### src/rtl/fifo_pkg.sv
// Shared constants and helpers for the single-clock FIFO.
package fifo_pkg;

    localparam bit FIFO_MODE_STD  = 1'b0;
    localparam bit FIFO_MODE_FWFT = 1'b1;

    function automatic int fifo_depth(input int addr_width);
        return 1 << addr_width;
    endfunction

endpackage

### src/rtl/fifo_ram.sv
// Simple dual-port RAM with registered read port for block RAM inference.
module fifo_ram
    import fifo_pkg::*;
#(
    parameter int DATA_WIDTH = 16,
    parameter int ADDR_WIDTH = 8
) (
    input  logic                  clk,
    input  logic                  we,
    input  logic [ADDR_WIDTH-1:0] waddr,
    input  logic [DATA_WIDTH-1:0] wdata,
    input  logic                  re,
    input  logic [ADDR_WIDTH-1:0] raddr,
    output logic [DATA_WIDTH-1:0] rdata
);

    logic [DATA_WIDTH-1:0] mem [fifo_depth(ADDR_WIDTH)];

    always_ff @(posedge clk) begin
        if (we) begin
            mem[waddr] <= wdata;
        end
        if (re) begin
            rdata <= mem[raddr];
        end
    end

endmodule

### src/rtl/sync_fifo_ctrl.sv
// Single-clock FIFO control: pointers, level, flags, errors and FWFT prefetch.
module sync_fifo_ctrl
    import fifo_pkg::*;
#(
    parameter int DATA_WIDTH    = 16,
    parameter int ADDR_WIDTH    = 8,
    parameter int AFULL_THRESH  = fifo_depth(ADDR_WIDTH) - 4,
    parameter int AEMPTY_THRESH = 4,
    parameter int FWFT          = 0
) (
    input  logic                  clk,
    input  logic                  rst_n,
    input  logic                  flush,
    input  logic                  wr_en,
    input  logic [DATA_WIDTH-1:0] wdata,
    output logic                  full,
    output logic                  almost_full,
    input  logic                  rd_en,
    output logic [DATA_WIDTH-1:0] rdata,
    output logic                  rvalid,
    output logic                  empty,
    output logic                  almost_empty,
    output logic [ADDR_WIDTH:0]   level,
    output logic                  overflow,
    output logic                  underflow
);

    localparam int DEPTH = fifo_depth(ADDR_WIDTH);
    localparam int LW    = ADDR_WIDTH + 1;
    localparam bit IS_FWFT = (FWFT != 0) ? FIFO_MODE_FWFT : FIFO_MODE_STD;
    localparam logic [LW-1:0] DEPTH_L = LW'(DEPTH);
    localparam logic [LW-1:0] AF_L    = LW'(AFULL_THRESH);
    localparam logic [LW-1:0] AE_L    = LW'(AEMPTY_THRESH);

    if (AFULL_THRESH < 1 || AFULL_THRESH > DEPTH) begin : g_bad_afull
        $error("sync_fifo_ctrl: AFULL_THRESH out of range 1..DEPTH");
    end
    if (AEMPTY_THRESH < 0 || AEMPTY_THRESH > DEPTH - 1) begin : g_bad_aempty
        $error("sync_fifo_ctrl: AEMPTY_THRESH out of range 0..DEPTH-1");
    end
    if (FWFT != 0 && FWFT != 1) begin : g_bad_fwft
        $error("sync_fifo_ctrl: FWFT must be 0 or 1");
    end

    logic [LW-1:0]         wptr;
    logic [LW-1:0]         rptr;
    logic [LW-1:0]         level_n;
    logic                  wr_acc;
    logic                  rd_acc;
    logic                  re;
    logic                  rvalid_n;
    logic                  ufl;
    logic                  data_ok;
    logic [DATA_WIDTH-1:0] ram_q;

    // In FWFT mode the RAM output register doubles as the head register:
    // it is refilled whenever it is empty or being popped this cycle.
    always_comb begin
        wr_acc   = wr_en && !full && !flush;
        rd_acc   = 1'b0;
        re       = 1'b0;
        rvalid_n = 1'b0;
        ufl      = 1'b0;
        if (IS_FWFT) begin
            rd_acc   = rd_en && rvalid && !flush;
            re       = !flush && (wptr != rptr) && (!rvalid || rd_acc);
            rvalid_n = !flush && (re || (rvalid && !rd_acc));
            ufl      = rd_en && !rvalid && !flush;
        end else begin
            rd_acc   = rd_en && (level != '0) && !flush;
            re       = rd_acc;
            rvalid_n = rd_acc;
            ufl      = rd_en && (level == '0) && !flush;
        end
        level_n = level + LW'(wr_acc) - LW'(rd_acc);
    end

    always_ff @(posedge clk or negedge rst_n) begin
        if (!rst_n) begin
            wptr         <= '0;
            rptr         <= '0;
            level        <= '0;
            full         <= 1'b0;
            almost_full  <= 1'b0;
            almost_empty <= 1'b1;
            empty        <= 1'b1;
            rvalid       <= 1'b0;
            overflow     <= 1'b0;
            underflow    <= 1'b0;
            data_ok      <= 1'b0;
        end else if (flush) begin
            wptr         <= '0;
            rptr         <= '0;
            level        <= '0;
            full         <= 1'b0;
            almost_full  <= 1'b0;
            almost_empty <= 1'b1;
            empty        <= 1'b1;
            rvalid       <= 1'b0;
            overflow     <= 1'b0;
            underflow    <= 1'b0;
        end else begin
            if (wr_acc) begin
                wptr <= wptr + 1'b1;
            end
            if (re) begin
                rptr    <= rptr + 1'b1;
                data_ok <= 1'b1;
            end
            level        <= level_n;
            full         <= (level_n == DEPTH_L);
            almost_full  <= (level_n >= AF_L);
            almost_empty <= (level_n <= AE_L);
            empty        <= IS_FWFT ? !rvalid_n : (level_n == '0);
            rvalid       <= rvalid_n;
            if (wr_en && full) begin
                overflow <= 1'b1;
            end
            if (ufl) begin
                underflow <= 1'b1;
            end
        end
    end

    fifo_ram #(
        .DATA_WIDTH(DATA_WIDTH),
        .ADDR_WIDTH(ADDR_WIDTH)
    ) u_ram (
        .clk  (clk),
        .we   (wr_acc),
        .waddr(wptr[ADDR_WIDTH-1:0]),
        .wdata(wdata),
        .re   (re),
        .raddr(rptr[ADDR_WIDTH-1:0]),
        .rdata(ram_q)
    );

    // The RAM output register has no reset, so hide it until first loaded.
    assign rdata = data_ok ? ram_q : '0;

endmodule

### config.mk
export PLATFORM = sky130hd
export DESIGN_NAME = sync_fifo_ctrl
export DESIGN_NICKNAME = d
export VERILOG_FILES = /design/src/rtl/fifo_pkg.sv /design/src/rtl/fifo_ram.sv /design/src/rtl/sync_fifo_ctrl.sv
export SDC_FILE = /design/constraint.sdc
export NUM_CORES = 2
export LEC_CHECK = 0
export ABC_CLOCK_PERIOD_IN_PS = 5000
export BUFFER_PORTS_ARGS = -buffer_cell sky130_fd_sc_hd__buf_2
export CAP_MARGIN = 10
export CORE_MARGIN = 2
export CORE_UTILIZATION = 52
export DETAILED_ROUTE_END_ITERATION = 8
export PLACE_DENSITY = 0.74
export SLEW_MARGIN = 25
export SYNTH_ARGS = -nofsm -noshare
export SYNTH_HDL_FRONTEND = slang
export SYNTH_SLANG_ARGS = --single-unit
### constraint.sdc
create_clock -name clk -period 5 [get_ports clk]
set_clock_uncertainty 0.15 [all_clocks]
set_input_delay 0.5 -clock clk [delete_from_list [all_inputs] [get_ports clk]]
set_output_delay 0.5 -clock clk [all_outputs]
set_load 0.01 [all_outputs]
==> key figures <==
Global route
  – Global-route wire length before repair: between 600000 and 700000 um
  – Gr ovfl total: 0
  – Initial antenna violation count: 14
  – Met1 Usage GRT: slightly below 40%
  – Met3 usage: under 10%
  – GR Util met2: approximately 43%
  – Vias in the first global route: 83900
  – Largest net degree at the start of global routing: 177
  – Global Route Usage Sum: 28.6%
  – Gr busiest metal: met2

Critical path
  – Cells on worst reg2reg path: 9
  – Critical path capture point type: register
  – Worst path required time: approximately 5600 ps
  – CP Cell Sequence: buf_12 > buf_4 > mux4_2 > a22o_1 > a221oi_1 > o21ai_0 > nor3_1 > buf_4 > nor4_1
  – Worst path bufs/invs: 3
  – R2r endpoint: u_ram.rdata[1]$_DFFE_PP_
  – Crit path launch type: register
  – WP data arrival: ~5400 ps
  – Crit path max-delay family: buffers and inverters
  – Most used cell, CP: buf_4
  – R2R setup slack: around 220 ps
  – WS Path Type: reg2reg
  – Critical-path maximum fanout: 43
  – CP peak stage delay: around 900 ps
  – Reg2reg start: rptr[0]$_DFFE_PN0P_
  – Critical path's slowest cell: dfrtp_4

Worst hold path
  – Hold crit path type: in2reg
  – Hold endpoint: u_ram.mem[144][7]$_DFFE_PP_
  – Hold_sp: wdata[7]
  – Hold path cells: 1

Die
  – Cell Rows: a little over 200
  – Core box area: approximately 0.31 sq mm
  – Die Y: between 500 and 600 um
  – DIE AREA: approximately 0.32 sq mm
  – IO Count: 53
  – Initial core utilization: 52.2%
  – Die width: between 500 and 600 um

STA
  – Slew @ Worst Pin: between 1000 and 1500 ps
  – TNS Setup: 0 ps
  – Hold Vio Cnt, Final: 0
  – Slew headroom: about a fifth
  – F_max: between 0.2 and 0.25 GHz
  – Fin crit period: approximately 4800 ps
  – RSZ-0062 raised after global routing: no
  – Slew Viols, Final: 0
  – Slack of the critical path: approximately 220 ps
  – Final setup viols: 0
  – Fin crit share: 95.5%

Detailed routing
  – Initial drt markers: about 15000
  – Routed Antenna Nets: 0
  – DR WL/cell: approximately 36 um
  – Remaining DRCs: 0
  – Routed WL: approximately 460000 um
  – Via count: 87100
  – Vias per inst: just under 7
  – Drt pass-1 iters: 8

Synth
  – Post-Syn Area per Cell: 21.1 sq um
  – Number of synthesized flops with an enable pin: between 4000 and 5000
  – Dominant synthesized flop cell: edfxtp_1
  – Mapped Cells: 7716
  – Post-Syn Nets: a little under 8000
  – Largest cells by area after synthesis: edfxtp_1, mux4_2, mux2i_1
  – Fraction of registers with async set/reset: 0.796%
  – Share of Yosys cell area claimed by the top area cell type: between 70% and 80%
  – Synth cell types: 99
  – Register area share after synthesis: 76.4%
  – Synth Register Bits: 4145
  – Synthesized area: 0.163 sq mm
  – Post-synth top area cell: edfxtp_1
  – Synth warn: 0

Clock tree
  – Clock tree sinks: a little over 4000
  – Post CTS Setup Buffer Count: 0
  – H-tree level count: 5
  – CTS root buf: clkbuf_16
  – CTS tree: built
  – Num CTS Buffers: between 400 and 500
  – Clock latency on the worst-skew pair: about 990 ps
  – Clock transition at path regs: roughly 60 ps
  – CTS Buffer Depth: 4

Power
  – Sw Ratio: about a quarter
  – Flop pwr share: around half
  – PD cells: around 430 mW/mm^2
  – Peak supply drop: 0.000354 V
  – P_sw: roughly 19 mW
  – Logic gate share of total power: approximately an eighth
  – Clock power frac: a little under two fifths
  – Pint: slightly below 60 mW
  – Pleak: ~57 nW

Place
  – Worst slack at placement: about 340 ps
  – Routability cong.: around 0.96
  – Post-DP Area: roughly 0.17 sq mm
  – Post-DP HPWL: ~270000 um
  – Port bufs: between 50 and 60

Layout
  – Most frequent cells in the layout: edfxtp_1, mux2i_1, mux4_2
  – Commonest non-fill, non-tap cell in the layout: edfxtp_1
  – Fillcell total: approximately 21000
  – Final instance area: about 0.18 sq mm
  – Share of layout cells above drive strength 1: between 20% and 30%
  – Area Growth Syn to Fin: 12.3%
  – Fin nets: 8319

Status
  – Status: finished clean

Flow run
  – Number of max-cap violations: 0
==> how the worst max path moves through the flow <==
stage                     slack [ps]  cells after the start                start                        end
after floorplan                  550                     17   level[2]$_DFF_PN0_      almost_full$_DFF_PN0_
after global placement           250                      8  rptr[2]$_DFFE_PN0P_  u_ram.rdata[11]$_DFFE_PP_
after detailed placement         340                      9  rptr[0]$_DFFE_PN0P_   u_ram.rdata[1]$_DFFE_PP_
after CTS                        270                      9  rptr[0]$_DFFE_PN0P_   u_ram.rdata[1]$_DFFE_PP_
after global routing             190                      9  rptr[0]$_DFFE_PN0P_   u_ram.rdata[1]$_DFFE_PP_
final                            220                      9  rptr[0]$_DFFE_PN0P_   u_ram.rdata[1]$_DFFE_PP_
==> worst reg2reg max path, stage by stage, from the launching register on <==
cell and delay, ps:
dfrtp_4 900, buf_12 400, buf_4 420, mux4_2 550, a22o_1 250, a221oi_1 390
o21ai_0 260, nor3_1 880, buf_4 250, nor4_1 50
==> power by group through the flow <==
| stage | combinational [mW] | clock [mW] | sequential, mW |
|---|---|---|---|
| 2_1_floorplan | 7.58 | 0 | 39.1 |
| 3_3_place_gp | 10.0 | 0 | 39.1 |
| 3_5_place_dp | 10.2 | 0 | 39.1 |
| 4_1_cts | 10.3 | 29.6 | 38.4 |
| 5_1_grt | 10.8 | 31.0 | 38.4 |
| 6_report | 10.4 | 29.5 | 38.4 |
==> sequential cells by signal, summed over array words and instances (netlist names) <==
register      count
underflow         1
u_ram.rdata      16
overflow          1
level             9
u_ram.mem      4096
full              1
data_ok           1
almost_full       1
almost_empty      1
rptr              8
empty             1
wptr              8
rvalid            1
==> cells in the mapped netlist, types with 70 or more instances <==
master    number
mux2i_1      661
o22ai_1      150
clkbuf_1     132
buf_8         70
mux4_1       157
o221ai_1     230
a21oi_1      184
nand2_1      131
edfxtp_1    4112
nor2_1       331
o21ai_0      100
buf_2         99
mux4_2       595
==> cells by family (layout without fill, tap and decap cells) <==
kind of cell             after synthesis  count (layout)  synth area share, %
AND/OR/NAND/NOR                      723             723                 2.04
flip-flops                          4145            4145                 76.4
AO/OA/AOI/OAI                        901             901                 3.89
XOR/XNOR                              19              19                0.102
other                                  0              11                    0
multiplexers                        1424            1424                 14.9
adder cells (fa/ha/maj)               18              18                0.143
buffers and inverters                486            1383                 2.52
==> stage by stage <==
stage | std cells | hold slack (ps) | total power [mW] | util, %
after floorplan | 7716 | 54.4 | 46.7 | -
after global placement | 12000 | 321 | 49.1 | 54.4
after detailed placement | 12000 | 335 | 49.3 | 54.4
after CTS | 12700 | 1.82 | 78.3 | 58.6
after global routing | 12800 | 16.0 | 80.2 | 58.6
final | 12800 | 5.91 | 78.3 | 58.6
==> timing repair <==
item                                   in CTS  in global routing
resized for setup                           0                  0
hold buffers                               13                  4
endpoints found under the hold margin     278                154
==> per-layer routing <==
layer | vias to the layer above | wire length, um
met5 | - | 143
met4 | 20 | 25400
met3 | 1218 | 64000
met2 | 7269 | 208000
met1 | 44900 | 162000
li1 | 33700 | -
==> cell type report <==
class	count	area (sq um)	share of cell area [%]
Sequential cell	4145	124000	68.0
Clock inverter	244	2210	1.21
Antenna cell	11	27.5	0.0151
Timing Repair Buffer	625	5700	3.12
Inverter	20	87.6	0.0479
Tap cell	4140	5180	2.83
Multi-Input combinational cell	3085	34700	19.0
Clock buffer	494	10500	5.77
Power figures use the tool's default switching activity.
